--- config.mk ---
export PLATFORM = sky130hd
export DESIGN_NAME = mpu_window_tx_flat
export DESIGN_NICKNAME = d
export VERILOG_FILES = /design/src/rtl/mpu_window_tx_pkg.sv /design/src/rtl/mpu_window_tx_if.sv /design/src/rtl/mpu_sample_buf.sv /design/src/rtl/mpu_window_tx.sv /design/src/flat_wrapper.sv
export SDC_FILE = /design/constraint.sdc
export NUM_CORES = 1
export LEC_CHECK = 0
export CAP_MARGIN = 10
export CORE_MARGIN = 4
export CORE_UTILIZATION = 60
export DETAILED_ROUTE_END_ITERATION = 12
export GPL_ROUTABILITY_DRIVEN = 0
export HOLD_SLACK_MARGIN = 0.15
export PLACE_DENSITY = 0.77
export SYNTH_ARGS = -nofsm -noshare
export SYNTH_HDL_FRONTEND = slang
export SYNTH_HIERARCHICAL = 1
export SYNTH_SLANG_ARGS = --single-unit
--- constraint.sdc ---
create_clock -name clk -period 4.19 [get_ports clk]
set_input_delay 0.838 -clock clk [delete_from_list [all_inputs] [get_ports clk]]
set_output_delay 0.838 -clock clk [all_outputs]
set_load 0.1 [all_outputs]
--- src/rtl/mpu_window_tx_pkg.sv ---
// Shared constants, FSM encoding and helpers for the MPU window transmitter.
// Everything that the top, the buffer and the bench must agree on lives here.
package mpu_window_tx_pkg;

    localparam int N_SAMPLES_DEF = 30;
    localparam int VALID_GAP_DEF = 1;

    localparam int RAW_W     = 16;
    localparam int OUT_W     = 32;
    localparam int BUF_DEPTH = 32;
    localparam int BUF_AW    = 5;

    typedef enum logic [1:0] {
        ST_IDLE     = 2'd0,
        ST_CAPTURE  = 2'd1,
        ST_SEND     = 2'd2,
        ST_WAIT_RDY = 2'd3
    } state_t;

    function automatic logic [OUT_W-1:0] sign_ext(input logic [RAW_W-1:0] raw);
        return {{(OUT_W-RAW_W){raw[RAW_W-1]}}, raw};
    endfunction

endpackage

--- src/rtl/mpu_window_tx_if.sv ---
// Sample stream from the window transmitter to the gesture recognizer.
// The master presents samples; the slave answers with ready once its result is out.
interface mpu_window_tx_if;

    logic [mpu_window_tx_pkg::OUT_W-1:0] mpu_valor;
    logic                                mpu_valid;
    logic                                ready;

    modport master (
        output mpu_valor,
        output mpu_valid,
        input  ready
    );

    modport slave (
        input  mpu_valor,
        input  mpu_valid,
        output ready
    );

endinterface

--- src/rtl/mpu_sample_buf.sv ---
// Window sample store: synchronous write, registered read, no reset so that
// synthesis can map it onto distributed or block RAM.
module mpu_sample_buf
    import mpu_window_tx_pkg::*;
#(
    parameter int DEPTH = BUF_DEPTH,
    parameter int WIDTH = OUT_W,
    parameter int AW    = BUF_AW
) (
    input  logic             clk,
    input  logic             wr_en,
    input  logic [AW-1:0]    wr_addr,
    input  logic [WIDTH-1:0] wr_data,
    input  logic [AW-1:0]    rd_addr,
    output logic [WIDTH-1:0] rd_data
);

    logic [WIDTH-1:0] mem [DEPTH];

    always_ff @(posedge clk) begin
        if (wr_en) begin
            mem[wr_addr] <= wr_data;
        end
        rd_data <= mem[rd_addr];
    end

endmodule

--- src/rtl/mpu_window_tx.sv ---
// Captures one gesture window of raw MPU samples while mov is high, then
// streams the window to the recognizer and waits for its ready.
module mpu_window_tx
    import mpu_window_tx_pkg::*;
#(
    parameter int N_SAMPLES = N_SAMPLES_DEF,
    parameter int VALID_GAP = VALID_GAP_DEF
) (
    input  logic             clk,
    input  logic             reset,
    input  logic             mov,
    input  logic             raw_valid,
    input  logic [RAW_W-1:0] raw_z,
    mpu_window_tx_if.master  rec,
    output logic             busy,
    output logic             overrun
);

    // Counters only ever reach N_SAMPLES-1 as an address; one spare code keeps
    // the write counter from wrapping on its final increment.
    localparam int CW = (N_SAMPLES < 2) ? 1 : $clog2(N_SAMPLES + 1);
    localparam int GW = (VALID_GAP < 1) ? 1 : $clog2(VALID_GAP + 2);

    state_t           state_reg;
    logic [CW-1:0]    wr_cnt_reg;
    logic [CW-1:0]    rd_cnt_reg;
    logic [GW-1:0]    gap_cnt_reg;
    logic             mov_d_reg;
    logic             mov_seen_low_reg;
    logic             mpu_valid_reg;
    logic [OUT_W-1:0] mpu_valor_reg;
    logic             overrun_reg;

    logic              mov_rise;
    logic              wr_en;
    logic              fire;
    logic              last_rd;
    logic [BUF_AW-1:0] wr_addr;
    logic [BUF_AW-1:0] rd_addr;
    logic [OUT_W-1:0]  rd_data;

    // A level that was already high when reset released is not an edge.
    assign mov_rise = mov && !mov_d_reg && mov_seen_low_reg;
    assign wr_en    = (state_reg == ST_CAPTURE) && mov && raw_valid;
    assign wr_addr  = BUF_AW'(wr_cnt_reg);
    assign fire     = (state_reg == ST_SEND) && (gap_cnt_reg == '0);
    assign last_rd  = (rd_cnt_reg == CW'(N_SAMPLES - 1));

    // Look one sample ahead on a pulse so the next value is already in the
    // read register, whatever the gap; never address past the last sample.
    always_comb begin
        rd_addr = BUF_AW'(rd_cnt_reg);
        if (fire && !last_rd) begin
            rd_addr = BUF_AW'(rd_cnt_reg + CW'(1));
        end
    end

    mpu_sample_buf #(
        .DEPTH (BUF_DEPTH),
        .WIDTH (OUT_W),
        .AW    (BUF_AW)
    ) u_buf (
        .clk     (clk),
        .wr_en   (wr_en),
        .wr_addr (wr_addr),
        .wr_data (sign_ext(raw_z)),
        .rd_addr (rd_addr),
        .rd_data (rd_data)
    );

    always_ff @(posedge clk or negedge reset) begin
        if (!reset) begin
            state_reg        <= ST_IDLE;
            wr_cnt_reg       <= '0;
            rd_cnt_reg       <= '0;
            gap_cnt_reg      <= '0;
            mov_d_reg        <= 1'b0;
            mov_seen_low_reg <= 1'b0;
            mpu_valid_reg    <= 1'b0;
            mpu_valor_reg    <= '0;
            overrun_reg      <= 1'b0;
        end else begin
            mov_d_reg     <= mov;
            mpu_valid_reg <= 1'b0;
            if (!mov) begin
                mov_seen_low_reg <= 1'b1;
            end
            if (raw_valid && mov &&
                (state_reg == ST_SEND || state_reg == ST_WAIT_RDY)) begin
                overrun_reg <= 1'b1;
            end

            case (state_reg)
                ST_IDLE: begin
                    if (mov_rise) begin
                        state_reg  <= ST_CAPTURE;
                        wr_cnt_reg <= '0;
                    end
                end
                ST_CAPTURE: begin
                    if (!mov) begin
                        state_reg <= ST_IDLE;
                    end else if (raw_valid) begin
                        wr_cnt_reg <= wr_cnt_reg + CW'(1);
                        if (wr_cnt_reg == CW'(N_SAMPLES - 1)) begin
                            state_reg   <= ST_SEND;
                            rd_cnt_reg  <= '0;
                            // One priming cycle lets sample 0 reach the read register.
                            gap_cnt_reg <= GW'(1);
                        end
                    end
                end
                ST_SEND: begin
                    if (gap_cnt_reg != '0) begin
                        gap_cnt_reg <= gap_cnt_reg - GW'(1);
                    end else begin
                        mpu_valid_reg <= 1'b1;
                        mpu_valor_reg <= rd_data;
                        gap_cnt_reg   <= GW'(VALID_GAP);
                        if (last_rd) begin
                            state_reg <= ST_WAIT_RDY;
                        end else begin
                            rd_cnt_reg <= rd_cnt_reg + CW'(1);
                        end
                    end
                end
                ST_WAIT_RDY: begin
                    if (rec.ready) begin
                        state_reg <= ST_IDLE;
                    end
                end
                default: begin
                    state_reg <= ST_IDLE;
                end
            endcase
        end
    end

    assign rec.mpu_valid = mpu_valid_reg;
    assign rec.mpu_valor = mpu_valor_reg;
    assign busy          = (state_reg != ST_IDLE);
    assign overrun       = overrun_reg;

endmodule

--- src/flat_wrapper.sv ---
// flat-port wrapper written by rule: the top's interface ports become plain ports
module mpu_window_tx_flat import mpu_window_tx_pkg::*;
#(
    parameter int N_SAMPLES = N_SAMPLES_DEF,
    parameter int VALID_GAP = VALID_GAP_DEF
)
  (clk, reset, mov, raw_valid, raw_z, busy, overrun, rec_mpu_valor, rec_mpu_valid, rec_ready);
  mpu_window_tx_if rec_i ();
  input  logic clk;
  input  logic reset;
  input  logic mov;
  input  logic raw_valid;
  input  logic [RAW_W-1:0] raw_z;
  output logic busy;
  output logic overrun;
  output wire logic [$bits(rec_i.mpu_valor)-1:0] rec_mpu_valor;
  output wire logic [$bits(rec_i.mpu_valid)-1:0] rec_mpu_valid;
  input wire logic [$bits(rec_i.ready)-1:0] rec_ready;
  assign rec_mpu_valor = rec_i.mpu_valor;
  assign rec_mpu_valid = rec_i.mpu_valid;
  assign rec_i.ready = rec_ready;
  mpu_window_tx #(.N_SAMPLES(N_SAMPLES), .VALID_GAP(VALID_GAP)) u_core (.clk(clk), .reset(reset), .mov(mov), .raw_valid(raw_valid), .raw_z(raw_z), .rec(rec_i), .busy(busy), .overrun(overrun));
endmodule
# Word level (Yosys, flattened, before mapping)
# Memories as Yosys holds them, arrays and structs flattened. A register that Yosys moved wholly into a read port is not among the register bits.
# Index checks and enable logic that the tools add are counted.
# Widths: inputs -> output; s select.
# totals
reg_bits	50
ram_bits	1024
input_bits	21
output_inout_bits	35
elab_cells	79
memories	1
# mem_list
memory	depth	word_bits	rd	rd_ports_with_merged_regs	wr	line	source
u_core.u_buf.mem	32	32	1	1	1	mpu_sample_buf.sv:18	logic [WIDTH-1:0] mem [DEPTH];
# op_classes
add_sub_neg	3
n_eq_ne	15
muxes	28
bitwise_logic	1
n_reduce_logical	22
# ops
operator	n
$mux 5	9
$mux 2	11
$pmux 5 s2	2
$ne 2x2->1 const B	6
$reduce_and 6->1	2
$add 5x1->5 const B	2
$eq 5x5->1 const B	2
$logic_and 1x1->1	8
$pmux 2 s4	1
$reduce_and 4->1	2
$reduce_bool 2->1	4
$ne 3x3->1 const B	2
$eq 2x2->1 const B	2
$logic_not 2->1	2
$mux 1	4
$ne 2x1->1 const B	2
$pmux 2 s2	1
$eq 2x1->1 const B	1
$logic_not 1->1	2
$reduce_and 2->1	1
$sub 2x1->2 const B	1
$logic_or 1x1->1	1
$not 1->1	1

# Logic depth before layout (Yosys ltp)
# depth
word_depth	5
ltp_mapped	14
ltp_nobuf	10

# Cells and area by module
# Netlist, hierarchy kept.
# by_module_without_submodules
mod	instances	cells_per_inst	area_each_um2	seq_area_each_um2
mpu_sample_buf	1	2260	40485.1	31390.1
mpu_window_tx	1	166	2195.9	1251.2

# Least setup slack after synthesis
# OpenSTA, ideal clock, no wires.
# synth_path
path_kind	input port to flip-flop
startpoint	in raw_valid
endpoint	mem u_core/u_buf/mem[28][0] in the netlist's numbering (enable)
setup_time_ns	0.421
t_arrival_ns	3.232
required_ns	3.769
slack_ns	0.537
stages	5
path_buffers	1
cell_sequence	nand4b_1 clkinv_1 or3b_2 clkbuf_1 nor2_1
# synth_via
elab_chain_cells	3
# synth_lines
item	line	source
start: declaration	flat_wrapper.sv:12	input logic raw_valid;
$logic_and 1x1->1	mpu_window_tx.sv:44	assign wr_en = (state_reg == ST_CAPTURE) && mov && raw_valid;
named net u_core.wr_en	mpu_window_tx.sv:35	logic wr_en;
$mux 1	mpu_sample_buf.sv:21	if (wr_en) begin
$mux 1 (implied by the code)	mpu_sample_buf.sv:22	mem[wr_addr] <= wr_data;
end: declaration	mpu_sample_buf.sv:18	
# The timed path passes the listed nets, and every way through them passes these cells.

# Worst setup path after layout
# layout_path
startpoint	reg u_core.rd_cnt_reg[0]
endpoint	reg u_core.u_buf.rd_data[18] (read register of u_core.u_buf.mem)
# layout_via
elab_chain_cells	4
elab_cells_between_ends	5
cone_classes	add/sub: 1; eq/ne: 1; mux: 1; reduce/logical: 2
# layout_lines
item	line	source
start: declaration	mpu_window_tx.sv:26	logic [CW-1:0] rd_cnt_reg;
start signal: assignment	mpu_window_tx.sv:123	rd_cnt_reg <= rd_cnt_reg + CW'(1);
parallel branches: the longest is 3 deep, another holds $add 5x1->5	--	
$mux 5 (*)	mpu_window_tx.sv:53	if (fire && !last_rd) begin
named net u_core.rd_addr[0]	mpu_window_tx.sv:39	logic [BUF_AW-1:0] rd_addr;
end: declaration	mpu_sample_buf.sv:15	output logic [WIDTH-1:0] rd_data
# Mark *: on every way through the listed nets, which the timed path passes.
# A chain may end at the register's enable or synchronous reset.

==> results.json <==
{
  "synthTopCellsByArea": "edfxtp_1, mux2i_1, dfrtp_1, a22oi_1, dfxtp_1",
  "final-hold-violation-count": 0,
  "grt_pass1_wl_mm": 140,
  "rrSetupSlack_ps": 240,
  "slew_headroom": 0.196,
  "syn_inst": 2426,
  "initial_core_util": 0.607,
  "yosysMostFrequentCell": "edfxtp_1",
  "p_per_area_nw_per_um2": 450,
  "layout.cells.non_filler": 3561,
  "setup_viol": 0,
  "timing.final.crit_share": 0.943,
  "vias": 22500,
  "postCtsHoldBufs": 0,
  "min_period_ps": 3950,
  "setup_slack_ps": 238,
  "r2r_cells": 11,
  "ys_warn_count": 6,
  "place_inst": 3368,
  "grt_max_degree": 158,
  "post-place-ws_ps": 15.1,
  "ys_seq_area_frac": 0.765,
  "cts-root-buf": "clkbuf_16",
  "io-pin-count": 56,
  "clkSinkCount": 1106,
  "largest_register_ffs": 1024,
  "syn-num-nets": 2451,
  "r2r-start": "u_core/rd_cnt_reg[0]$_DFFE_PN0P_",
  "ys_types": 51,
  "rsz0062_at_grt": "no",
  "power_switching_uw": 4280,
  "synth_flop_cell": "edfxtp_1",
  "yosysTopAreaCell": "edfxtp_1",
  "firstDrtPassIters": 5,
  "ir_drop_mv": 0.321,
  "grt_overflow_total": 0,
  "clk_pin_slew_ps": 60,
  "worstPathArrival_ps": 4450,
  "pwr-share-clk": 0.413,
  "cts-buffers-inserted": 102,
  "r2r-end": "u_core/u_buf/rd_data[18]$_DFF_P_",
  "internal-power_uw": 17500,
  "die_h_um": 275,
  "synth_commonest_cells": "edfxtp_1, mux2i_1, a21oi_1",
  "grt.total_usage": 0.249,
  "wire_per_inst_um": 26.5,
  "max_stage_delay_ps": 490,
  "postCtsSetupBuffers": 0,
  "dieArea_sq_um": 75500,
  "clock_skew_ps": 27.0,
  "p_sw_frac": 0.197,
  "combPwrFrac": 0.023,
  "area_growth_syn_to_layout_pct": 13.2,
  "maxCapViolations": 0,
  "drive_above_1_share": 0.123,
  "run_status": "finished, final reports clean",
  "cts_buffer_depth": 3,
  "synthesis.area_sq_um": 42700,
  "syn_avg_cell_area_sq_um": 17.6,
  "grt_pass1_vias": 22400,
  "end_kind": "flip-flop",
  "core_area_sq_um": 70300,
  "antenna_found_initial": 2,
  "io_buffers": 55,
  "p_leak_uw": 0.0148,
  "worstHoldPathType": "input port to async pin",
  "whs_ps": 259,
  "drt_wl_total_mm": 94.3,
  "ant_nets": 0,
  "critical_path_buf_inv_count": 2,
  "synth_edf_count": 1024,
  "num_rows": 97,
  "htree_levels": 3,
  "synth-seq-cells": 1106,
  "hpwl_mm": 51.8,
  "worstPathMaxFanout": 62,
  "worstPathCellList": "ha_1 -> nand4_1 -> and2_1 -> xor2_4 -> buf_12 -> buf_4 -> mux2i_1 -> a22o_1 -> nor3_1 -> a31oi_1 -> nand3_1",
  "viasPerCell": 6.31,
  "die_w_um": 275,
  "fmax_ghz": 0.253,
  "seqPwrFrac": 0.563,
  "startpoint_type": "flip-flop",
  "drv_slew": 0,
  "yosysTopAreaCellShare": 0.720,
  "crit_required_ps": 4690,
  "tightest_slew_ps": 1200,
  "synthArstFlopShare": 0.0452,
  "drt_iter0_drc": 2615,
  "final.setup.tns_ps": 0,
  "nNetsFinal": 2561,
  "cts_tree": "built",
  "path_class": "flip-flop to flip-flop",
  "drc": 0,
  "clock_latency_ps": 650,
  "crit_family": "buffers and inverters",
  "worst_path_max_delay_cell": "dfrtp_1"
}
==> cell type report <==
cell class	count	area [sq um]
clock inverter	47	423
multi-input combinational	1178	9530
tap	940	1180
antenna	1	2.50
timing repair buffer	141	1680
sequential	1106	32600
inverter	7	26.3
fill	4324	22000
clock buffer	141	2840
==> worst max-delay path by stage <==
stage / from / end / cells after the start
after floorplan: raw_valid / u_core/u_buf/mem[28][0]$_DFFE_PP_ / 5
after global placement: u_core/rd_cnt_reg[0]$_DFFE_PN0P_ / u_core/u_buf/rd_data[13]$_DFF_P_ / 10
after detailed placement: u_core/rd_cnt_reg[0]$_DFFE_PN0P_ / u_core/u_buf/rd_data[13]$_DFF_P_ / 10
final: u_core/rd_cnt_reg[0]$_DFFE_PN0P_ / u_core/u_buf/rd_data[18]$_DFF_P_ / 11
after CTS: u_core/rd_cnt_reg[0]$_DFFE_PN0P_ / u_core/u_buf/rd_data[13]$_DFF_P_ / 10
after global routing: u_core/rd_cnt_reg[0]$_DFFE_PN0P_ / u_core/u_buf/rd_data[18]$_DFF_P_ / 11
==> layer usage <==
layer | wire (um) | vias up | track usage | share of wire
met1 | 37200 | 11400 | 0.339 | 0.39
met2 | 45700 | 1057 | 0.406 | 0.49
met4 | 2260 | 2 | 0.0681 | 0.024
li1 | - | 9810 | - | -
met5 | 13 | - | 0 | 0.00014
met3 | 9100 | 168 | 0.0642 | 0.097
==> power groups by stage <==
| stage | combinational, uW | clock (uW) | sequential [uW] |
|---|---|---|---|
| after floorplan | 178 | 0 | 12400 |
| after global placement | 463 | 0 | 12500 |
| after detailed placement | 491 | 0 | 12500 |
| after CTS | 494 | 9110 | 12300 |
| after global routing | 545 | 9600 | 12300 |
| final | 507 | 8990 | 12300 |
==> repair_timing <==
action	in CTS	in global routing
cloned	0	1
hold endpoints to repair	0	0
gates resized for setup	1	6
endpoints found under the setup margin	1	8
==> stage by stage <==
step	total power [uW]	area, sq um	utilization
6_report	21800	48300	0.688
5_1_grt	22400	48300	0.688
4_1_cts	21900	48200	0.686
3_5_place_dp	13000	44900	0.640
3_3_place_gp	12900	44900	0.640
2_1_floorplan	12600	42700	-
==> cell usage in the layout, fill, tap and decap left out, types with 3 or more instances in the layout <==
cell type        instances
or3b_2                   3
nor2_1                   3
clkinv_2                23
edfxtp_1              1024
clkbuf_8                10
clkdlybuf4s50_1         53
bufinv_16                7
a31oi_1                 31
clkbuf_16              104
mux2_2                  34
or3_1                    3
nor2_4                  33
o21ai_0                  5
inv_1                    6
nand3_1                101
inv_6                    5
a22o_1                  68
a31oi_2                  4
nand3b_1                 5
clkbuf_1                27
nor3_1                  32
buf_4                   48
nand2_1                102
dfxtp_1                 32
nand2b_1                 4
ha_1                     4
clkinv_1                11
mux2i_1                514
dfrtp_1                 50
a22oi_1                 96
buf_12                  35
a21oi_1                103
==> cells by family (layout without fill, tap and decap cells) <==
family,after synthesis,count (layout),share of synthesized area
multiplexers,548,548,0.130
flip-flops,1106,1106,0.765
AO/OA/AOI/OAI,319,319,0.0511
other,0,1,0
XOR/XNOR,1,1,0.000205
buffers and inverters,143,336,0.0195
adder cells (fa/ha/maj),4,4,0.00117
AND/OR/NAND/NOR,305,306,0.0338
No activity file was read; power rests on OpenSTA's default activity.
